`config.mk`:
```
export PLATFORM = sky130hd
export DESIGN_NAME = if_instr_queue
export DESIGN_NICKNAME = d
export VERILOG_FILES = /design/src/rtl/if_instr_queue_pkg.sv /design/src/rtl/if_instr_queue.sv
export SDC_FILE = /design/constraint.sdc
export NUM_CORES = 1
export LEC_CHECK = 0
export BUFFER_PORTS_ARGS = -buffer_cell sky130_fd_sc_hd__buf_4
export CAP_MARGIN = 30
export CORE_MARGIN = 4
export CORE_UTILIZATION = 50
export CTS_BUF_LIST = sky130_fd_sc_hd__clkbuf_16
export DETAILED_ROUTE_END_ITERATION = 8
export HOLD_SLACK_MARGIN = 0.1
export MAX_ROUTING_LAYER = met4
export PLACE_DENSITY = 0.8
export SLEW_MARGIN = 10
export SYNTH_ARGS = -nofsm -noshare
export SYNTH_HDL_FRONTEND = slang
export SYNTH_SLANG_ARGS = --single-unit
```
`constraint.sdc`:
```
create_clock -name clk -period 16.08 [get_ports clk]
set_clock_uncertainty 0.1 [all_clocks]
set_input_delay 3.216 -clock clk [delete_from_list [all_inputs] [get_ports clk]]
set_output_delay 3.216 -clock clk [all_outputs]
set_load 0.1 [all_outputs]
```
`src/rtl/if_instr_queue_pkg.sv`:
```
// Front-end types and constants shared by the fetch stages and the instruction queue.
package if_instr_queue_pkg;

    typedef struct packed {
        logic [31:0] pc;
        logic [31:0] instr;
        logic [7:0]  ecode;
    } fetch_pkt_t;

    localparam logic [7:0]  ECODE_ADEF = 8'b1_000_1000;
    localparam logic [31:0] RESET_PC   = 32'h1c00_0000;

endpackage

```
`src/rtl/if_instr_queue.sv`:
```
// In-order {pc, instr, ecode} queue between IF2 and decode; entries visible 1 cycle after enqueue.
// Decode back-pressure via out_ready; stall_full_instr (registered) holds IF1 with SLACK entries spare.
module if_instr_queue
    import if_instr_queue_pkg::*;
#(
    parameter int DEPTH = 8,
    parameter int SLACK = 2
) (
    input  logic                     clk,
    input  logic                     rst,
    input  logic                     flush,
    input  logic                     in_valid,
    input  logic [31:0]              in_pc,
    input  logic [31:0]              in_instr,
    input  logic [7:0]               in_ecode,
    output logic                     out_valid,
    input  logic                     out_ready,
    output logic [31:0]              out_pc,
    output logic [31:0]              out_instr,
    output logic [7:0]               out_ecode,
    output logic                     stall_full_instr,
    output logic [$clog2(DEPTH):0]   count,
    output logic                     overflow
);

    localparam int PW = $clog2(DEPTH);
    localparam int CW = PW + 1;

    fetch_pkt_t      entry [DEPTH];
    fetch_pkt_t      head;
    logic [PW-1:0]   rd_ptr;
    logic [PW-1:0]   wr_ptr;
    logic [CW-1:0]   count_q;
    logic [CW-1:0]   count_next;
    logic            full;
    logic            enq;
    logic            deq;

    assign full = (count_q == CW'(DEPTH));
    assign enq  = in_valid && !full && !flush;
    assign deq  = out_valid && out_ready && !flush;

    always_comb begin
        count_next = count_q;
        if (flush) begin
            count_next = '0;
        end else begin
            case ({enq, deq})
                2'b10:   count_next = count_q + CW'(1);
                2'b01:   count_next = count_q - CW'(1);
                default: count_next = count_q;
            endcase
        end
    end

    // Storage carries no reset: contents are don't-care while out_valid is low.
    always_ff @(posedge clk) begin
        if (enq) begin
            entry[wr_ptr] <= '{pc: in_pc, instr: in_instr, ecode: in_ecode};
        end
    end

    always_ff @(posedge clk or posedge rst) begin
        if (rst) begin
            rd_ptr  <= '0;
            wr_ptr  <= '0;
            count_q <= '0;
        end else if (flush) begin
            rd_ptr  <= '0;
            wr_ptr  <= '0;
            count_q <= '0;
        end else begin
            if (enq) wr_ptr <= wr_ptr + PW'(1);
            if (deq) rd_ptr <= rd_ptr + PW'(1);
            count_q <= count_next;
        end
    end

    // Registered stall, looking at next occupancy so it tracks count without lag.
    always_ff @(posedge clk or posedge rst) begin
        if (rst) begin
            stall_full_instr <= 1'b0;
        end else begin
            stall_full_instr <= !flush && (count_next >= CW'(DEPTH - SLACK));
        end
    end

    always_ff @(posedge clk or posedge rst) begin
        if (rst) begin
            overflow <= 1'b0;
        end else if (in_valid && full && !flush) begin
            overflow <= 1'b1;
        end
    end

    assign head      = entry[rd_ptr];
    assign out_valid = (count_q != '0);
    assign out_pc    = head.pc;
    assign out_instr = head.instr;
    assign out_ecode = head.ecode;
    assign count     = count_q;

endmodule
```
==> results.md, run 1 <==
* Unrepaired setup endpoints after global routing: false
* Largest net degree at the start of global routing at 73
* Post-Route WL at 41.7 mm
* Vias in the first global route at between 10,000 and 15,000
* DR iter-0 viols at approximately 770
* Inserted Clock Buffers at 57
* WP data arrival at around 3.8 ns
* Post-place setup slack at around 9 ns
* Fmax at approximately 140 MHz
* WL/cell at between 20 and 25 µm
* GP Congestion at between 0.7 and 0.8
* Hold Violations, Final at 0
* Non-filler instance count after layout at 1,751
* ANT nets after route at 0
* EDFF count, synth at between 500 and 600
* Post-synth top area share at 77.0%
* Fillers at ~3,100
* Post-CTS Setup Bufs at 0
* Pleak at approximately 8.5 nW
* Largest cells by area after synthesis: edfxtp_1 77%, mux4_2 14%, mux2_4 2.7%, mux2_2 1.6%, dfrtp_1 1.3%
* Final core utilization at between 50 and 60%
* Total Routing Usage GR at 18.4%
* Drc violations at 0
* Die ar. at around 48,000 µm²
* Final Cell Area at between 20,000 and 30,000 µm²
* Syn Area/Cell at around 25 µm²
* Yosys warning total at 0
* Worst EP required at ~13 ns
* Area after DPL at about 24,000 µm²
* CTS Buffer Depth at 3
* # hold bufs at CTS at 0
* Min-Delay Path Class: flop to flop
* First-pass GRT wire length at between 60 and 70 mm
* Max-cap violations at 0
* H-tree level count at 2
* Diode count at 0
* Routed via count at 9,865
* Root buffer cell: clkbuf_16
* Synth cell count leaders: 576 x edfxtp_1, 144 x mux4_2, 40 x mux2_4
* Initial antenna violation count at 0
* Worst-skew pair later-pin latency at approximately 0.60 ns
* Grt ovf at 0
* Pwr/cell area at ~130 nW/µm²
* Mapped cell area at roughly 22,000 µm²
* Share of cells above drive strength 1 at 42.6%
* Die height at 220 µm
* Die width at approximately 220 µm
* Final setup fails at 0
* # placed instances at around 1,600
* Period minus WS final at between 7 and 8 ns
* VDD IR-drop max at ~0.11 mV
* DR vias/cell at between 5 and 6
* Max_slew headroom at approximately 45%
* Netlist cell types at 33
* Fin. max-slew vios at 0
* I/O pin total at approximately 160
* Synth async-reset ratio at under 10%
* Area leader, netlist: edfxtp_1
* Initial Util at 50.7%
* Worst Hold Depth at 1
* Cells on worst reg2reg path at 5
* Leading cell type by number of instances after synthesis: edfxtp_1
* Crit Path Category: flop to output pin
* Register area share after synthesis at 78.3%
* Area Growth Syn to Fin at 16.9%
* Slew @ Worst Pin at 0.828 ns
* Clock Sinks at 588
* IO Port Bufs at 155
* Site Rows at 77
* DR pass1 iterations at 5
* Final nets at between 1,000 and 1,500
* Post-route setup slack at ~9 ns
* Run status: complete, no violations
* Critical Path Sink Type: output pin
* Core ar. at ~44,000 µm²
* Crit Path Max Fanout at 42
* Post-cts resize count at 0
* Syn Inst Count at ~910
* Final period util at between 40% and 50%
* Detailed-placement wirelength estimate at approximately 23 mm
* Setup TNS at 0 ns
* Type of origin of the critical path: flop
* Reg clk slew, reported paths at 0.06 ns
* Yosys reg bits at 588
* Post-synthesis net count at between 900 and 1,000
* CTS tree: built
* Post-synth top flop: edfxtp_1
[layer usage]
metal / vias up / share of wire [%] / global-route usage, %
met2: 288 / 51 / 29.5
met1: 5229 / 41 / 24.5
met3: 62 / 6.0 / 3.83
met5: - / 0 / -
met4: 0 / 2.0 / 4.86
li1: 4286 / - / -
[worst paths after layout]
check	from	endpoint	slack [ns]
max	rd_ptr[0]$_DFFE_PP0P_	out_pc[2]	8.99
min	overflow$_DFFE_PP0P_	overflow$_DFFE_PP0P_	0.39
min in group asynchronous	rst	overflow$_DFFE_PP0P_	2.55
min reg2reg	overflow$_DFFE_PP0P_	overflow$_DFFE_PP0P_	0.39
max in group asynchronous	rst	rd_ptr[1]$_DFFE_PP0P_	12.95
max reg2reg	count[0]$_DFF_PP0_	entry[7][70]$_DFFE_PP_	12.88
[final cells by class]
class	count	area [µm²]	share of cell area (%)
clock inverter	49	308	1.17
multi-input combinational	279	4680	17.8
sequential	588	17600	67.1
clock buffer	59	1480	5.62
timing repair buffer	181	1430	5.45
inverter	3	11.3	0.0429
tap	592	741	2.82
[report_power, final]
part / switching [mW] / internal (mW)
clock: 0.542 / 0.711
combinational: 0.369 / 0.188
sequential: 0.0148 / 1.71
total: 0.926 / 2.61
[cells in the final DEF, fill, tap and decap left out, drive strengths merged, types with 5 or more instances in the layout]
master,instances
buf,181
mux4,144
nor2,16
mux2,72
dfrtp,12
ha,5
clkbuf,59
edfxtp,576
clkinv,33
xor2,7
inv,13
[state kept, by name, summed over array words and instances, names as in the netlist]
| name | flops |
|---|---|
| entry | 576 |
| count | 4 |
| rd_ptr | 3 |
| wr_ptr | 3 |
| overflow | 1 |
| stall_full_instr | 1 |
[stage by stage]
stage          hold slack (ns)  power, mW
6_report                 0.386       3.53
5_1_grt                  0.420       3.67
4_1_cts                  0.390       3.57
3_3_place_gp             0.359       2.31
2_1_floorplan            0.444       2.20
3_5_place_dp             0.375       2.32
[logic make-up after synthesis]
| group | after synthesis | synth area share (%) |
|---|---|---|
| adders and majority gates | 5 | 0.278 |
| muxes | 219 | 18.8 |
| and+or+nand+nor | 37 | 0.802 |
| xor gates and xnor gates | 8 | 0.312 |
| AOI/OAI and AO/OA | 10 | 0.345 |
| buffers and inverters | 45 | 1.10 |
| DFF | 588 | 78.3 |
[critical path, cell delays in order, from the launching register on]
cell and delay, ns:
dfrtp_4 0.74, buf_4 0.64, buf_4 0.34, buf_16 0.31
mux4_2 0.56, mux2_4 0.29, buf_4 0.23
Note: power is estimated with default switching activity, not from simulation.
==> inputs of run 2 (changes only) <==
--- a/config.mk
+++ b/config.mk
@@ -5,6 +5,7 @@
 export SDC_FILE = /design/constraint.sdc
 export NUM_CORES = 1
 export LEC_CHECK = 0
+export ABC_AREA = 1
 export BUFFER_PORTS_ARGS = -buffer_cell sky130_fd_sc_hd__buf_4
 export CAP_MARGIN = 30
 export CORE_MARGIN = 4
==> constraint.sdc (replaced) <==
create_clock -name clk -period 7.25 [get_ports clk]
set_clock_uncertainty 0.1 [all_clocks]
set_input_delay 1.45 -clock clk [delete_from_list [all_inputs] [get_ports clk]]
set_output_delay 1.45 -clock clk [all_outputs]
set_load 0.1 [all_outputs]
==> results.md, run 2 <==
* Run status: complete, no violations
* CTS tree: built
* CTS Buffer Depth at 3 (unchanged)
* Post-Route WL at 50.4 mm (+21%)
* Routed via count at 13,700 (+39%)
* Detailed-placement wirelength estimate at 26.3 mm (+16%)
* Setup TNS at 0 ns (unchanged)
* Initial Util at 50.5% (-0.20 points)
* Most common cell after layout, fill and taps aside: edfxtp_1
* Hold Crit Start: overflow$_DFFE_PP0P_
* WL/cell at 20.9 µm (-12%)
* P_int at 5.83 mW (+120%)
* Sequential share of power at 43.5% (-5.3 points)
* WP data arrival at 3.44 ns (-0.34 ns)
* Yosys warning total at 0 (unchanged)
* WL met1 at 20.7 mm (+20%)
* Final setup fails at 0 (unchanged)
* IO Port Bufs at 155 (unchanged)
* Core ar. at 45,400 µm² (+2.4%)
* Max-cap violations at 0 (unchanged)
* Post-synthesis net count at 1,726 (+74%)
* I/O pin total at 156 (unchanged)
* Simple-Gate Fraction of Synth Area at 9.13% (+8.3 points)
* EDFF count, synth at 576 (unchanged)
* Leading cell type by number of instances after synthesis: edfxtp_1
* Met2 wire length at 25.0 mm (+19%)
* Die height at 222 µm (+0.96%)
* DR iter-0 viols at 1,459 (+90%)
* Reg clk slew, reported paths at 0.06 ns (about the same)
* Reg2Reg Launch Point: count[0]$_DFF_PP0_
* Most frequent cells in the layout: 576 x edfxtp_1, 295 x nor2_1, 238 x nand2_1
* Root buffer cell: clkbuf_16
* Type of origin of the critical path: flop
* Synth cell count leaders: 576 x edfxtp_1, 303 x nor2_1, 238 x nand2_1
* Area leader, netlist: edfxtp_1
* Largest net degree at the start of global routing at 167 (+130%)
* Switch share at 34.4% (+8.2 points)
* Unrepaired setup endpoints after global routing: false
* # hold bufs at CTS at 0 (unchanged)
* Final nets at 1,863 (+56%)
* Hold Violations, Final at 0 (unchanged)
* Syn Inst Count at 1,644 (+80%)
* First-pass GRT wire length at 76.9 mm (+19%)
* Pleak at 9.06 nW (+6.3%)
* Mux cell area share after synthesis at 3.14% (-16 points)
* Crit Path Max Fanout at 102 (+140%)
* Clock Sinks at 588 (unchanged)
* Inserted Clock Buffers at 57 (unchanged)
* Top layer in use: met4
* Synth Area in Compound Gates at 8.21% (+7.9 points)
* Cells on worst reg2reg path at 7 (+2)
* Worst EP required at 5.70 ns (-7.06 ns)
* Post-CTS Setup Bufs at 0 (unchanged)
* Psw at 3.06 mW (+230%)
* Critical Path Sink Type: output pin
* Largest cells by area after synthesis: edfxtp_1 75%, nor2_1 5.0%, nand2_1 3.9%, o21ai_0 3.3%, mux2i_1 3.1%
* GP Congestion at 0.731 (-4.2%)
* Total Routing Usage GR at 20.5% (+2.1 points)
* Crit Path Category: flop to output pin
* Max_slew headroom at 39.1% (-5.7 points)
* Share of cells above drive strength 1 at 14.6% (-28 points)
* VDD IR-drop max at 0.295 mV (+160%)
* Fin. max-slew vios at 0 (unchanged)
* Post-cts resize count at 0 (unchanged)
* # placed instances at 2,320 (+42%)
* Final period util at between 60% and 70%
* ANT nets after route at 0 (unchanged)
* Drc violations at 0 (unchanged)
* Grt ovf at 0 (unchanged)
* Die width at 222 µm (+0.96%)
* Fmax at roughly 200 MHz
* Site Rows at 78 (+1.3%)
* Yosys reg bits at 588 (unchanged)
* Register area share after synthesis at 76.8% (-1.5 points)
* DR pass1 iterations at 6 (+1)
* Adder-Cell Fraction of Synth Area at 0.273% (-0.0055 points)
* Die ar. at 49,300 µm² (+1.9%)
* Period minus WS final at about 5.0 ns
* Worst Hold Depth at 1 (unchanged)
* Total power at 8.89 mW (+150%)
* Hold slack final at 0.387 ns (+0.000661 ns)
* Non-filler instance count after layout at 2,415 (+38%)
* Netlist cell types at 22 (-33%)
* Vias in the first global route at 13,700 (+29%)
* Syn Area/Cell at 13.9 µm² (-43%)
* Post-synth top flop: edfxtp_1
* Largest register FFs at 576 (unchanged)
* Worst-skew pair later-pin latency at 0.60 ns (about the same)
* XOR/XNOR share of the synthesized area at 0.0764% (-0.24 points)
* Critical path origin: rd_ptr[0]$_DFFE_PP0P_
* Area Growth Syn to Fin at 15.2%
* DR vias/cell at 5.67 (+0.68%)
* Synth async-reset ratio at 2.04% (unchanged)
* Initial antenna violation count at 1 (+1)
* Metal3 WL at 3.56 mm (+42%)
* Top register by number of flip-flops: entry
* Mapped cell area at 22,900 µm² (+2.0%)
* Slew @ Worst Pin at 0.913 ns (+0.0844 ns)
* Post-synth top area share at 75.5% (-1.5 points)
* H-tree level count at 2 (unchanged)
* Clk network pwr share at 29.6% (-5.8 points)
* Pwr/cell area at 337 nW/µm² (+150%)
* Logic pwr share at 27.0% (+11 points)
* Min-Delay Path Class: flop to flop
* Largest family of logic cells by synthesized area: simple AND/OR/NAND/NOR gates
## run 2: critical path, cell delays in order (launching register included)
cell	delay [ns]
dfrtp_4	0.63
inv_6	0.23
buf_16	0.34
buf_4	0.61
nor2_1	0.09
o32ai_1	0.26
nand2_1	0.11
nand2_1	0.12
buf_4	0.29
## run 2: power by group through the flow
stage	Sequential, mW	Combinational [mW]	Clock (mW)
detailed placement	3.93	2.39	0
finish	3.86	2.40	2.63
global route	3.87	2.53	2.83
floorplan	3.99	1.79	0
CTS	3.86	2.39	2.68
global placement	3.93	2.33	0
## run 2: area by class of cell
cell class | count | area (µm²)
Fill cell | 3401 | 19000
Sequential cell | 588 | 17600
Multi-Input combinational cell | 935 | 4830
Timing Repair Buffer | 182 | 1500
Clock buffer | 57 | 1430
Tap cell | 600 | 751
Clock inverter | 35 | 201
Inverter | 17 | 70.1
Antenna cell | 1 | 2.50
## run 2: cell families after synthesis
group | Yosys count
AOI/OAI and AO/OA | 303
xor gates and xnor gates | 2
adders and majority gates | 5
buffers and inverters | 121
DFF | 588
muxes | 72
and+or+nand+nor | 553
## run 2: through the flow
stage	instance area (µm²)	setup slack [ns]	utilization, %
finish	26400	2.26	58.2
detailed placement	24700	2.44	54.4
CTS	26300	1.78	58.0
floorplan	22900	1.73	-
global route	26400	2.03	58.2
global placement	24600	2.30	54.3
## run 2: worst paths after layout
check                                                  end  slack [ns]
worst max-delay path                            out_pc[27]        2.26
worst min-delay path                  overflow$_DFFE_PP0P_        0.39
worst max register to register      entry[4][37]$_DFFE_PP_        4.07
worst min register to register        overflow$_DFFE_PP0P_        0.39
max in group asynchronous            rd_ptr[1]$_DFFE_PP0P_        5.85
min in group asynchronous       stall_full_instr$_DFF_PP0_        0.80
## run 2: metal layers
layer | global-route usage (%) | up-vias
li1 | - | 6359
met1 | 26.1 | 6762
met2 | 33.9 | 485
met3 | 3.80 | 92
met4 | 6.04 | 0
met5 | - | -
==> inputs of run 3 (changes only) <==
--- a/config.mk
+++ b/config.mk
@@ -5,7 +5,7 @@
 export SDC_FILE = /design/constraint.sdc
 export NUM_CORES = 1
 export LEC_CHECK = 0
-export ABC_AREA = 1
+export ABC_AREA = 0
 export BUFFER_PORTS_ARGS = -buffer_cell sky130_fd_sc_hd__buf_4
 export CAP_MARGIN = 30
 export CORE_MARGIN = 4
==> constraint.sdc (replaced) <==
create_clock -name clk -period 5.2 [get_ports clk]
set_clock_uncertainty 0.1 [all_clocks]
set_input_delay 1.04 -clock clk [delete_from_list [all_inputs] [get_ports clk]]
set_output_delay 1.04 -clock clk [all_outputs]
set_load 0.1 [all_outputs]
==> results.md, run 3 (same netlist as run 1, synthesis figures left out) <==
* Run status: complete, no violations
* Hold Violations, Final at 0 (unchanged)
* Critical path origin: rd_ptr[0]$_DFFE_PP0P_
* Slew @ Worst Pin at 0.869 ns (-0.0440 ns)
* Most common cell after layout, fill and taps aside: edfxtp_1
* Inserted Clock Buffers at 57 (unchanged)
* Type of origin of the critical path: flop
* Final setup fails at 0 (unchanged)
* Top register by number of flip-flops: entry
* Root buffer cell: clkbuf_16
* Area after DPL at 24,600 µm² (-0.64%)
* Worst EP required at 4.06 ns (-1.64 ns)
* Worst-skew pair later-pin latency at 0.59 ns (about the same)
* Crit path capture: out_ecode[6]
* Die height at 220 µm (-0.95%)
* Multi-input logic area at 4690 µm² (-3.0%)
* Post-Route WL at 42.6 mm (-15%)
* # hold bufs at CTS at 0 (unchanged)
* Largest register FFs at 576 (unchanged)
* Fmax at 236 MHz
* H-tree level count at 2 (unchanged)
* Initial antenna violation count at 1 (unchanged)
* Pwr/cell area at 416 nW/µm² (+24%)
* VDD IR-drop max at 0.333 mV (+13%)
* ANT nets after route at 0 (unchanged)
* Largest net degree at the start of global routing at 73 (-56%)
* Die ar. at 48,400 µm² (-1.9%)
* Reg2Reg Launch Point: count[2]$_DFF_PP0_
* DR vias/cell at 5.66 (-0.21%)
* CTS Buffer Depth at 3 (unchanged)
* IO Port Bufs at 155 (unchanged)
* Final Cell Area at 26,300 µm² (-0.18%)
* Post-CTS Setup Bufs at 0 (unchanged)
* Share of cells above drive strength 1 at 42.4% (+28 points)
* Area Growth Syn to Fin at 17.3%
* Post-place setup slack at 1.53 ns (-0.916 ns)
* Core ar. at 44,300 µm² (-2.3%)
* Final period util at between 80% and 90%
* Register area at 17,600 µm² (unchanged)
* Detailed-placement wirelength estimate at 23.1 mm (-12%)
* Crit Path Max Fanout at 36 (-65%)
* Crit Path Category: flop to output pin
* Max-cap violations at 0 (unchanged)
* Vias in the first global route at 10,800 (-21%)
* Max_slew headroom at 42.0% (+2.9 points)
* Non-filler instance count after layout at 1,745 (-28%)
* Setup TNS at 0 ns (unchanged)
* Post-route setup slack at 0.958 ns (-1.30 ns)
* Fillers at 3,072 (-9.7%)
* # placed instances at 1,640 (-29%)
* Total power at 11.0 mW (+23%)
* Site Rows at 77 (-1.3%)
* DR iter-0 viols at 651 (-55%)
* WL/cell at 24.4 µm (+17%)
* Initial Util at 50.7% (+0.20 points)
* CTS tree: built
* Cells on worst reg2reg path at 9 (+2)
* Clock Sinks at 588 (unchanged)
* Fin. max-slew vios at 0 (unchanged)
* Critical Path Sink Type: output pin
* Reg clk slew, reported paths at 0.06 ns (about the same)
* Final nets at 1,189 (-36%)
* Pleak at 8.54 nW (-5.8%)
* Worst r2r dst: stall_full_instr$_DFF_PP0_
* I/O pin total at 156 (unchanged)
* First-pass GRT wire length at 64.9 mm (-16%)
* Reg2Reg Setup Slack at 2.26 ns (-1.81 ns)
* Die width at 220 µm (-0.95%)
* Period minus WS final at ~4.2 ns
* Unrepaired setup endpoints after global routing: false
* Post-cts resize count at 0 (unchanged)
* WP data arrival at 3.10 ns (-0.34 ns)
* Total Routing Usage GR at 18.5% (-1.9 points)
* Most frequent cells in the layout: 576 x edfxtp_1, 165 x buf_4, 144 x mux4_2
* Drc violations at 0 (unchanged)
* Min-Delay Path Class: primary input to async pin
* Routed via count at 9,877 (-28%)
* Grt ovf at 0 (unchanged)
* GP Congestion at 0.733 (+0.22%)
* DR pass1 iterations at 4 (-2)
run 3: cell count changes in the layout (fill, tap and decap cells not counted), moves of 32 or more:
cell,delta
mux2_4,+40
nor2_1,-285
mux2i_1,-69
mux4_2,+144
mux2_2,+32
o32ai_1,-72
o21ai_0,-151
nand2_1,-234
o22ai_1,-72
run 3: report_power, final:
group          internal, mW  switching (mW)
sequential             5.28          0.0659
clock                  2.24            1.66
combinational         0.584            1.13
run 3: area by class of cell:
type / count / area share, %
sequential: 588 / 66.8
multi-input combinational: 279 / 17.8
timing repair buffer: 178 / 5.69
clock buffer: 59 / 5.60
tap: 592 / 2.81
clock inverter: 45 / 1.21
inverter: 3 / 0.0427
antenna: 1 / 0.00950
run 3: through the flow:
stage               hold WS, ns  utilization [%]
finish                    0.364             59.5
global route              0.383             59.5
CTS                       0.336             59.4
detailed placement        0.368             55.4
global placement          0.354             55.4
floorplan                 0.444                -
run 3: worst min-delay path by stage:
stage,endpoint,slack (ns),cells past startpoint
2_1_floorplan,wr_ptr[0]$_DFFE_PP0P_,0.44,2
3_3_place_gp,overflow$_DFFE_PP0P_,0.35,1
3_5_place_dp,overflow$_DFFE_PP0P_,0.37,1
4_1_cts,wr_ptr[1]$_DFFE_PP0P_,0.34,2
5_1_grt,wr_ptr[1]$_DFFE_PP0P_,0.38,2
6_report,wr_ptr[1]$_DFFE_PP0P_,0.36,2
run 3: routing by layer:
metal | wire length (µm) | up-vias | track usage (%)
li1 | - | 4273 | -
met1 | 16900 | 5298 | 23.4
met2 | 22500 | 233 | 31.6
met3 | 2230 | 73 | 3.17
met4 | 945 | 0 | 5.09
met5 | 0 | - | -
run 3: critical path: stages (launching register included):
cell and delay, ns:
dfrtp_4 0.93, buf_4 0.46, mux4_2 0.56, mux2_2 0.29, buf_4 0.24
